`config.mk`:
```
export PLATFORM = sky130hd
export DESIGN_NAME = arcade_dl_ctrl
export DESIGN_NICKNAME = d
export VERILOG_FILES = /design/src/rtl/arcade_dl_ctrl.sv
export SDC_FILE = /design/constraint.sdc
export NUM_CORES = 1
export LEC_CHECK = 0
export BUFFER_PORTS_ARGS = -buffer_cell sky130_fd_sc_hd__buf_2
export CAP_MARGIN = 20
export CORE_ASPECT_RATIO = 1.2
export CORE_MARGIN = 2
export CORE_UTILIZATION = 56
export CTS_CLUSTER_DIAMETER = 100
export CTS_CLUSTER_SIZE = 14
export DETAILED_ROUTE_END_ITERATION = 10
export PLACE_DENSITY = 0.87
export SETUP_SLACK_MARGIN = 0.15
export SLEW_MARGIN = 25
export SYNTH_ARGS = -nofsm -noshare
export SYNTH_HDL_FRONTEND = slang
export SYNTH_SLANG_ARGS = --single-unit
```
`constraint.sdc`:
```
create_clock -name clk_sys -period 4.65 [get_ports clk_sys]
set_input_delay 0.465 -clock clk_sys [delete_from_list [all_inputs] [get_ports clk_sys]]
set_output_delay 0.465 -clock clk_sys [all_outputs]
set_load 0.01 [all_outputs]
```
`src/rtl/arcade_dl_ctrl.sv`:
```
// Download-stream controller: demultiplexes the hps_io ioctl byte stream into
// the ROM write bus, the game-variant "mod" byte and the DIP-switch bank, and
// stretches the core reset around ROM loads.
module arcade_dl_ctrl #(
  parameter int RESET_HOLD = 16,
  parameter int ROM_AW     = 16
) (
  input  logic              clk_sys,
  input  logic              reset_n,
  input  logic              ioctl_download,
  input  logic [7:0]        ioctl_index,
  input  logic              ioctl_wr,
  input  logic [24:0]       ioctl_addr,
  input  logic [7:0]        ioctl_dout,
  output logic [ROM_AW-1:0] dn_addr,
  output logic [7:0]        dn_data,
  output logic              dn_wr,
  output logic [7:0]        mod,
  output logic              mod_valid,
  output logic [63:0]       sw_flat,
  output logic [7:0]        checksum,
  output logic              rom_overflow,
  output logic              core_reset,
  output logic              dl_active
);

  typedef enum logic [2:0] {
    S_IDLE = 3'd0,
    S_ROM  = 3'd1,
    S_MOD  = 3'd2,
    S_DIP  = 3'd3,
    S_SKIP = 3'd4,
    S_HOLD = 3'd5
  } state_e;

  localparam logic [7:0] HOLD_INIT = 8'(RESET_HOLD - 1);

  state_e              state_q, state_d;
  logic [7:0]          hold_cnt_q, hold_cnt_d;
  logic                dl_q;
  logic [ROM_AW-1:0]   dn_addr_q, dn_addr_d;
  logic [7:0]          dn_data_q, dn_data_d;
  logic                dn_wr_q, dn_wr_d;
  logic [7:0]          mod_q, mod_d;
  logic                mod_valid_q, mod_valid_d;
  logic [63:0]         sw_flat_q, sw_flat_d;
  logic [7:0]          checksum_q, checksum_d;
  logic                rom_overflow_q, rom_overflow_d;
  logic                core_reset_q, core_reset_d;
  logic                dl_active_q, dl_active_d;

  logic                rise_s, fall_s, rom_in_range_s;

  // Destination selected by the index sampled on the download rise.
  function automatic state_e index_target(input logic [7:0] idx);
    state_e t;
    case (idx)
      8'd0:    t = S_ROM;
      8'd1:    t = S_MOD;
      8'd254:  t = S_DIP;
      default: t = S_SKIP;
    endcase
    return t;
  endfunction

  assign rise_s         = ioctl_download & ~dl_q;
  assign fall_s         = ~ioctl_download & dl_q;
  assign rom_in_range_s = (ioctl_addr[24:ROM_AW] == {(25-ROM_AW){1'b0}});

  // Next-state and hold-counter logic.
  always_comb begin
    state_d    = state_q;
    hold_cnt_d = hold_cnt_q;
    case (state_q)
      S_IDLE: begin
        if (rise_s) state_d = index_target(ioctl_index);
        else        state_d = S_IDLE;
      end
      S_ROM: begin
        if (fall_s) begin
          state_d    = S_HOLD;
          hold_cnt_d = HOLD_INIT;
        end else begin
          state_d = S_ROM;
        end
      end
      S_MOD, S_DIP, S_SKIP: begin
        if (fall_s) state_d = S_IDLE;
        else        state_d = state_q;
      end
      S_HOLD: begin
        // A new download abandons the remaining hold time.
        if (rise_s)                  state_d = index_target(ioctl_index);
        else if (hold_cnt_q == 8'd0) state_d = S_IDLE;
        else                         hold_cnt_d = hold_cnt_q - 8'd1;
      end
      default: state_d = S_IDLE;
    endcase
  end

  // Write demultiplexing and registered output values.
  always_comb begin
    dn_addr_d      = dn_addr_q;
    dn_data_d      = dn_data_q;
    dn_wr_d        = 1'b0;
    mod_d          = mod_q;
    mod_valid_d    = mod_valid_q;
    sw_flat_d      = sw_flat_q;
    checksum_d     = checksum_q;
    rom_overflow_d = rom_overflow_q;

    // Writes are handled in the state current this cycle, so a write on the
    // fall cycle still lands.
    if (ioctl_wr && (state_q == S_ROM)) begin
      if (rom_in_range_s) begin
        dn_wr_d    = 1'b1;
        dn_addr_d  = ioctl_addr[ROM_AW-1:0];
        dn_data_d  = ioctl_dout;
        checksum_d = checksum_q + ioctl_dout;
      end else begin
        rom_overflow_d = 1'b1;
      end
    end else if (ioctl_wr && (state_q == S_MOD)) begin
      if (ioctl_addr == 25'd0) begin
        mod_d       = ioctl_dout;
        mod_valid_d = 1'b1;
      end else begin
        mod_d = mod_q;
      end
    end else if (ioctl_wr && (state_q == S_DIP)) begin
      if (ioctl_addr[24:3] == 22'd0) sw_flat_d[{ioctl_addr[2:0], 3'b000} +: 8] = ioctl_dout;
      else                           sw_flat_d = sw_flat_q;
    end else begin
      dn_wr_d = 1'b0;
    end

    // Entering ROM starts a fresh checksum and overflow record. A write cannot
    // coincide with entry because entry only happens from IDLE or HOLD.
    if ((state_d == S_ROM) && (state_q != S_ROM)) begin
      checksum_d     = 8'd0;
      rom_overflow_d = 1'b0;
    end else begin
      checksum_d = checksum_d;
    end

    // The MOD, DIP and SKIP states are only reachable from IDLE (reset already
    // low) or from HOLD (hold abandoned), so core_reset follows ROM/HOLD occupancy.
    core_reset_d = (state_d == S_ROM) || (state_d == S_HOLD);
    dl_active_d  = (state_d != S_IDLE) && (state_d != S_HOLD);
  end

  // State, edge-detect and output registers.
  always_ff @(posedge clk_sys or negedge reset_n) begin
    if (!reset_n) begin
      state_q        <= S_HOLD;
      hold_cnt_q     <= HOLD_INIT;
      dl_q           <= 1'b0;
      dn_addr_q      <= {ROM_AW{1'b0}};
      dn_data_q      <= 8'd0;
      dn_wr_q        <= 1'b0;
      mod_q          <= 8'd0;
      mod_valid_q    <= 1'b0;
      sw_flat_q      <= 64'hFFFF_FFFF_FFFF_FFFF;
      checksum_q     <= 8'd0;
      rom_overflow_q <= 1'b0;
      core_reset_q   <= 1'b1;
      dl_active_q    <= 1'b0;
    end else begin
      state_q        <= state_d;
      hold_cnt_q     <= hold_cnt_d;
      dl_q           <= ioctl_download;
      dn_addr_q      <= dn_addr_d;
      dn_data_q      <= dn_data_d;
      dn_wr_q        <= dn_wr_d;
      mod_q          <= mod_d;
      mod_valid_q    <= mod_valid_d;
      sw_flat_q      <= sw_flat_d;
      checksum_q     <= checksum_d;
      rom_overflow_q <= rom_overflow_d;
      core_reset_q   <= core_reset_d;
      dl_active_q    <= dl_active_d;
    end
  end

  assign dn_addr      = dn_addr_q;
  assign dn_data      = dn_data_q;
  assign dn_wr        = dn_wr_q;
  assign mod          = mod_q;
  assign mod_valid    = mod_valid_q;
  assign sw_flat      = sw_flat_q;
  assign checksum     = checksum_q;
  assign rom_overflow = rom_overflow_q;
  assign core_reset   = core_reset_q;
  assign dl_active    = dl_active_q;

endmodule

```
# == Word level (Yosys, flattened, before mapping) ==
# Index checks and enable logic that the tools add are counted.
# word_totals
register_bits,121
in_bits,45
out_inout_bits,109
word_cells,82
# op_classes
addsub,3
n_eq_ne,15
shift,2
mux,20
bitwise,6
n_reduce_logical,23
# ops
operator,count
$bwmux W64,1
$shift A8 B8 Y64 const A,1
$shiftx A8 B8 Y64,1
$mux W8,6
$logic_not A25 Y1,1
$logic_not A22 Y1,1
$logic_not A8 Y1,2
$pmux W8 S2,1
$mux W3,5
$pmux W3 S4,1
$eq A3 B3 Y1 const B,3
$logic_not A9 Y1,1
$pmux W3 S3,1
$add A8 B8 Y8,1
$eq A8 B1 Y1 const B,1
$eq A8 B8 Y1 const B,1
$neg A6 Y8,1
$reduce_and A4 Y1,2
$sub A8 B1 Y8 const B,1
$eq A3 B1 Y1 const B,2
$eq A3 B2 Y1 const B,2
$ne A2 B2 Y1 const B,3
$reduce_and A2 Y1,3
$reduce_bool A2 Y1,3
other kinds (12),24

# == Depth between registers and ports, before layout ==
# logic_depth
ltp_word,8
mapped_depth,10
ltp_nobuf,8

# == Worst setup path after synthesis ==
# OpenSTA, ideal clock, no wires.
# synth_path
path_type,input port to flip-flop
startpoint,input ioctl_addr[0]
endpoint,register sw_flat_q[10] (netlist: sw_flat[10])
setup_ps,82
arrival_time_ps,2535
required_ps,4568
path_slack_ps,2032
cell_stages,10
path_buffers,2
cell_sequence,buf_4 -> inv_1 -> ha_1 -> ha_1 -> nor2b_1 -> buf_2 -> nand3b_1 -> or2_2 -> nor2_4 -> mux2_2
# synth_between
elab_chain_cells,3
elab_cells_between_ends,4
cone_classes,add/sub: 1; shift: 2; mux: 1
# synth_lines
element,line,rtl
"start, declared",13,"input logic [24:0] ioctl_addr,"
$neg A6 Y8 *,131,"if (ioctl_addr[24:3] == 22'd0) sw_flat_d[{ioctl_addr[2:0], 3'b000} +: 8] = ioctl_dout;"
$shiftx A8 B8 Y64 or $shift A8 B8 Y64 (tied branches),131,
$bwmux W64 *,131,
"end signal, assigned",177,sw_flat_q <= sw_flat_d;
"end, declared",46,"logic [63:0] sw_flat_q, sw_flat_d;"
# Mark *: on every way between the ends. The rest lies on a longest branch, timed or not.
# A chain may end at the register's enable or synchronous reset.

# == Final worst setup path ==
# layout_path
startpoint,input ioctl_addr[0]
endpoint,register sw_flat_q[8] (netlist: sw_flat[8])
# Same word-level chain as after synthesis.

==> flow_metrics.py <==
metrics = {
    "critical_path": {
        "critPathRequiredTime_ps": 4990,
        "crit_path_frequent_cell": "ha_1",
        "crit_arrival_ps": 3170,
        "slowest_delay_ps": 500,
        "crit_slowest_cell": "nor2b_1",
        "cp-end-kind": "flip-flop",
        "start_kind": "primary input",
        "crit_chain": "buf_2 -> inv_1 -> ha_1 -> ha_1 -> nor2b_1 -> nand3b_1 -> or2_2 -> nor2_4 -> mux2_2",
        "critical_path_class": "primary input to flip-flop",
        "worst-path-max-fanout": 9,
    },
    "power": {
        "p_sw_frac": 0.240,
        "pwr-share-seq": 0.433,
        "p_comb_frac": 0.068,
        "power.density_cell_area_nw_per_um2": 375,
        "clockPowerShare": 0.499,
        "ir_worst_vdd_mv": 0.397,
        "power.switching_uw": 619,
        "p_int_mw": 1.96,
        "leakagePower_nw": 3.55,
    },
    "logic_synthesis": {
        "yosysSeqAreaShare": 0.573,
        "synth-edff-count": 0,
        "synth_area_leaders": "dfstp_2, dfrtp_1, mux2_2",
        "yosys.area.top_type_share": 0.343,
        "yosysWarnings": 0,
        "syn-num-nets": 512,
        "synthArstFlopShare": 1.00,
        "ys_ff_latch": 121,
        "yosysTopAreaCell": "dfstp_2",
        "synth.most_common_cell": "nand2_1",
        "yosys-top-cells-count": "nand2_1, dfstp_2, mux2_2",
        "ys.flop_type": "dfstp_2",
        "synth_area_per_cell_um2": 11.9,
        "netlist_instances": 456,
        "synth_cell_types": 54,
        "synth_area_um2": 5440,
    },
    "routing": {
        "dr_total_vias": 4117,
        "viasPerCell": 5.51,
        "first_pass_iters": 4,
        "ant_nets": 0,
        "totalWireLength_um": 13400,
        "drt_iter0_markers": 265,
        "detail_route.wl_per_cell_um": 17.9,
        "drc": 0,
    },
    "clocking": {
        "cts_tree": "built",
        "clockRootBuffer": "clkbuf_16",
        "cts.clk_slew.worst_paths_ps": 60,
        "cts_buffers": 17,
        "cts_resized": 0,
        "cts_htree_levels": 4,
        "clk_latency_ps": 410,
        "cts.hold.buffers_added": 0,
        "clock-sinks": 121,
        "clockBufferDepth": 2,
        "post_cts_buffers": 0,
    },
    "finish": {
        "n_antenna_cell": 0,
        "layout-drive-gt1-share": 0.550,
        "design_area_um2": 6880,
        "area_growth_pct": 26.5,
        "nets": 667,
    },
    "placement": {
        "place.gp.congestion": 0.924,
        "hpwl_um": 9260,
        "placed_area_um2": 6290,
        "io_buffers": 153,
    },
    "min_path": {
        "hp-class": "primary input to async pin",
    },
    "sta": {
        "relSlewSlack": 0.474,
        "fin_skew_ps": 10.2,
        "max_freq_mhz": 353,
        "rsz0062_at_grt": "no",
        "finalCriticalPeriod_ps": 2830,
        "hold_viol_final": 0,
        "tightest_slew_ps": 784,
        "setup_viol": 0,
        "slew_viol_final": 0,
        "finalSetupTns_ps": 0,
        "timing.final.crit_share": 0.610,
    },
    "die": {
        "rows": 39,
        "initial_core_util": 0.575,
        "pin_count": 154,
        "die_w_um": 94.0,
        "core_area_um2": 9470,
        "die-height_um": 112,
        "dieArea_um2": 10500,
    },
    "status": {
        "outcome": "finished, final reports clean",
    },
    "global_routing": {
        "grt.overflow.total": 0,
        "grt_max_degree": 87,
        "grt_pass1_vias": 4190,
        "grt.total_usage": 0.268,
        "grt_pass1_wl_um": 21400,
        "antenna_found_initial": 0,
    },
    "flow_run": {
        "maxCapViolCount": 0,
    },
}
-- metal layers --
layer,part of all wire,up-vias,global-route usage
met4,0.031,0,0.130
met2,0.50,165,0.431
li1,-,1878,-
met3,0.077,34,0.0839
met5,0,-,0
met1,0.39,2040,0.328
-- state kept, by name, summed over array words and instances (netlist names) --
register / flops
dn_addr: 16
hold_cnt_q: 8
rom_overflow: 1
state_q: 3
mod_valid: 1
dn_wr: 1
sw_flat: 64
dn_data: 8
core_reset: 1
checksum: 8
dl_q: 1
mod: 8
dl_active: 1
-- worst paths after layout --
check,from,depth (start not counted),slack (ps),to
setup / recovery,ioctl_addr[0],9,1820,sw_flat[8]
hold / removal,reset_n,1,70,dl_active
setup reg to reg,hold_cnt_q[0],8,2050,hold_cnt_q[2]
hold reg to reg,dn_addr[15],2,470,dn_addr[15]
max in group asynchronous,reset_n,2,3590,sw_flat[40]
min in group clk_sys,ioctl_download,1,210,dl_q
-- cells by family after synthesis --
| logic type | Yosys count | synth area share |
|---|---|---|
| simple gates | 162 | 0.158 |
| flops | 121 | 0.573 |
| mux | 75 | 0.153 |
| compound gates | 41 | 0.0485 |
| buf+inv | 39 | 0.0299 |
| fa+ha+maj | 11 | 0.0267 |
| xor+xnor | 7 | 0.0113 |
-- area by class of cell --
cell class	count	area (um^2)
Fill cell	643	2590
Clock buffer	18	439
Multi-Input combinational cell	296	2160
Inverter	20	75.1
Clock inverter	14	148
Sequential cell	121	3120
Timing Repair Buffer	155	787
Tap cell	123	154
-- per-stage QoR --
stage | worst slack (ps) | instances | hold WS [ps] | utilization | total power [mW]
final | 1820 | 747 | 74.8 | 0.727 | 2.58
after global routing | 1690 | 747 | 158 | 0.727 | 2.67
after CTS | 1830 | 747 | 192 | 0.726 | 2.60
after detailed placement | 1430 | 715 | 456 | 0.664 | 1.31
after global placement | 1670 | 715 | 449 | 0.664 | 1.30
after floorplan | 2030 | 456 | 169 | - | 1.23
-- worst max-delay path: cells and delay by family --
family	cells	cell delay [ps]
muxes	1	380
and+or+nand+nor	4	1460
buffers and inverters	2	320
adders and majority gates	2	540
-- power groups by stage --
| stage | registers [mW] | logic [mW] | clock network, mW |
|---|---|---|---|
| 6_report | 1.12 | 0.177 | 1.29 |
| 3_5_place_dp | 1.13 | 0.175 | 0 |
| 2_1_floorplan | 1.13 | 0.0995 | 0 |
| 3_3_place_gp | 1.13 | 0.165 | 0 |
| 5_1_grt | 1.12 | 0.197 | 1.35 |
| 4_1_cts | 1.12 | 0.177 | 1.30 |
-- cell usage in the layout, fill, tap and decap left out, types with 5 or more instances in the layout --
cell type and count:
a21oi_1 14, buf_2 152, clkbuf_16 17, dfrtp_1 50, dfstp_2 71, ha_1 10
inv_1 19, mux2_2 64, mux2i_1 10, nand2_1 81, nand2b_1 5, nor2_1 18
nor3_1 5, o21ai_0 11, or3_1 6
(Power assumes the default switching activity.)
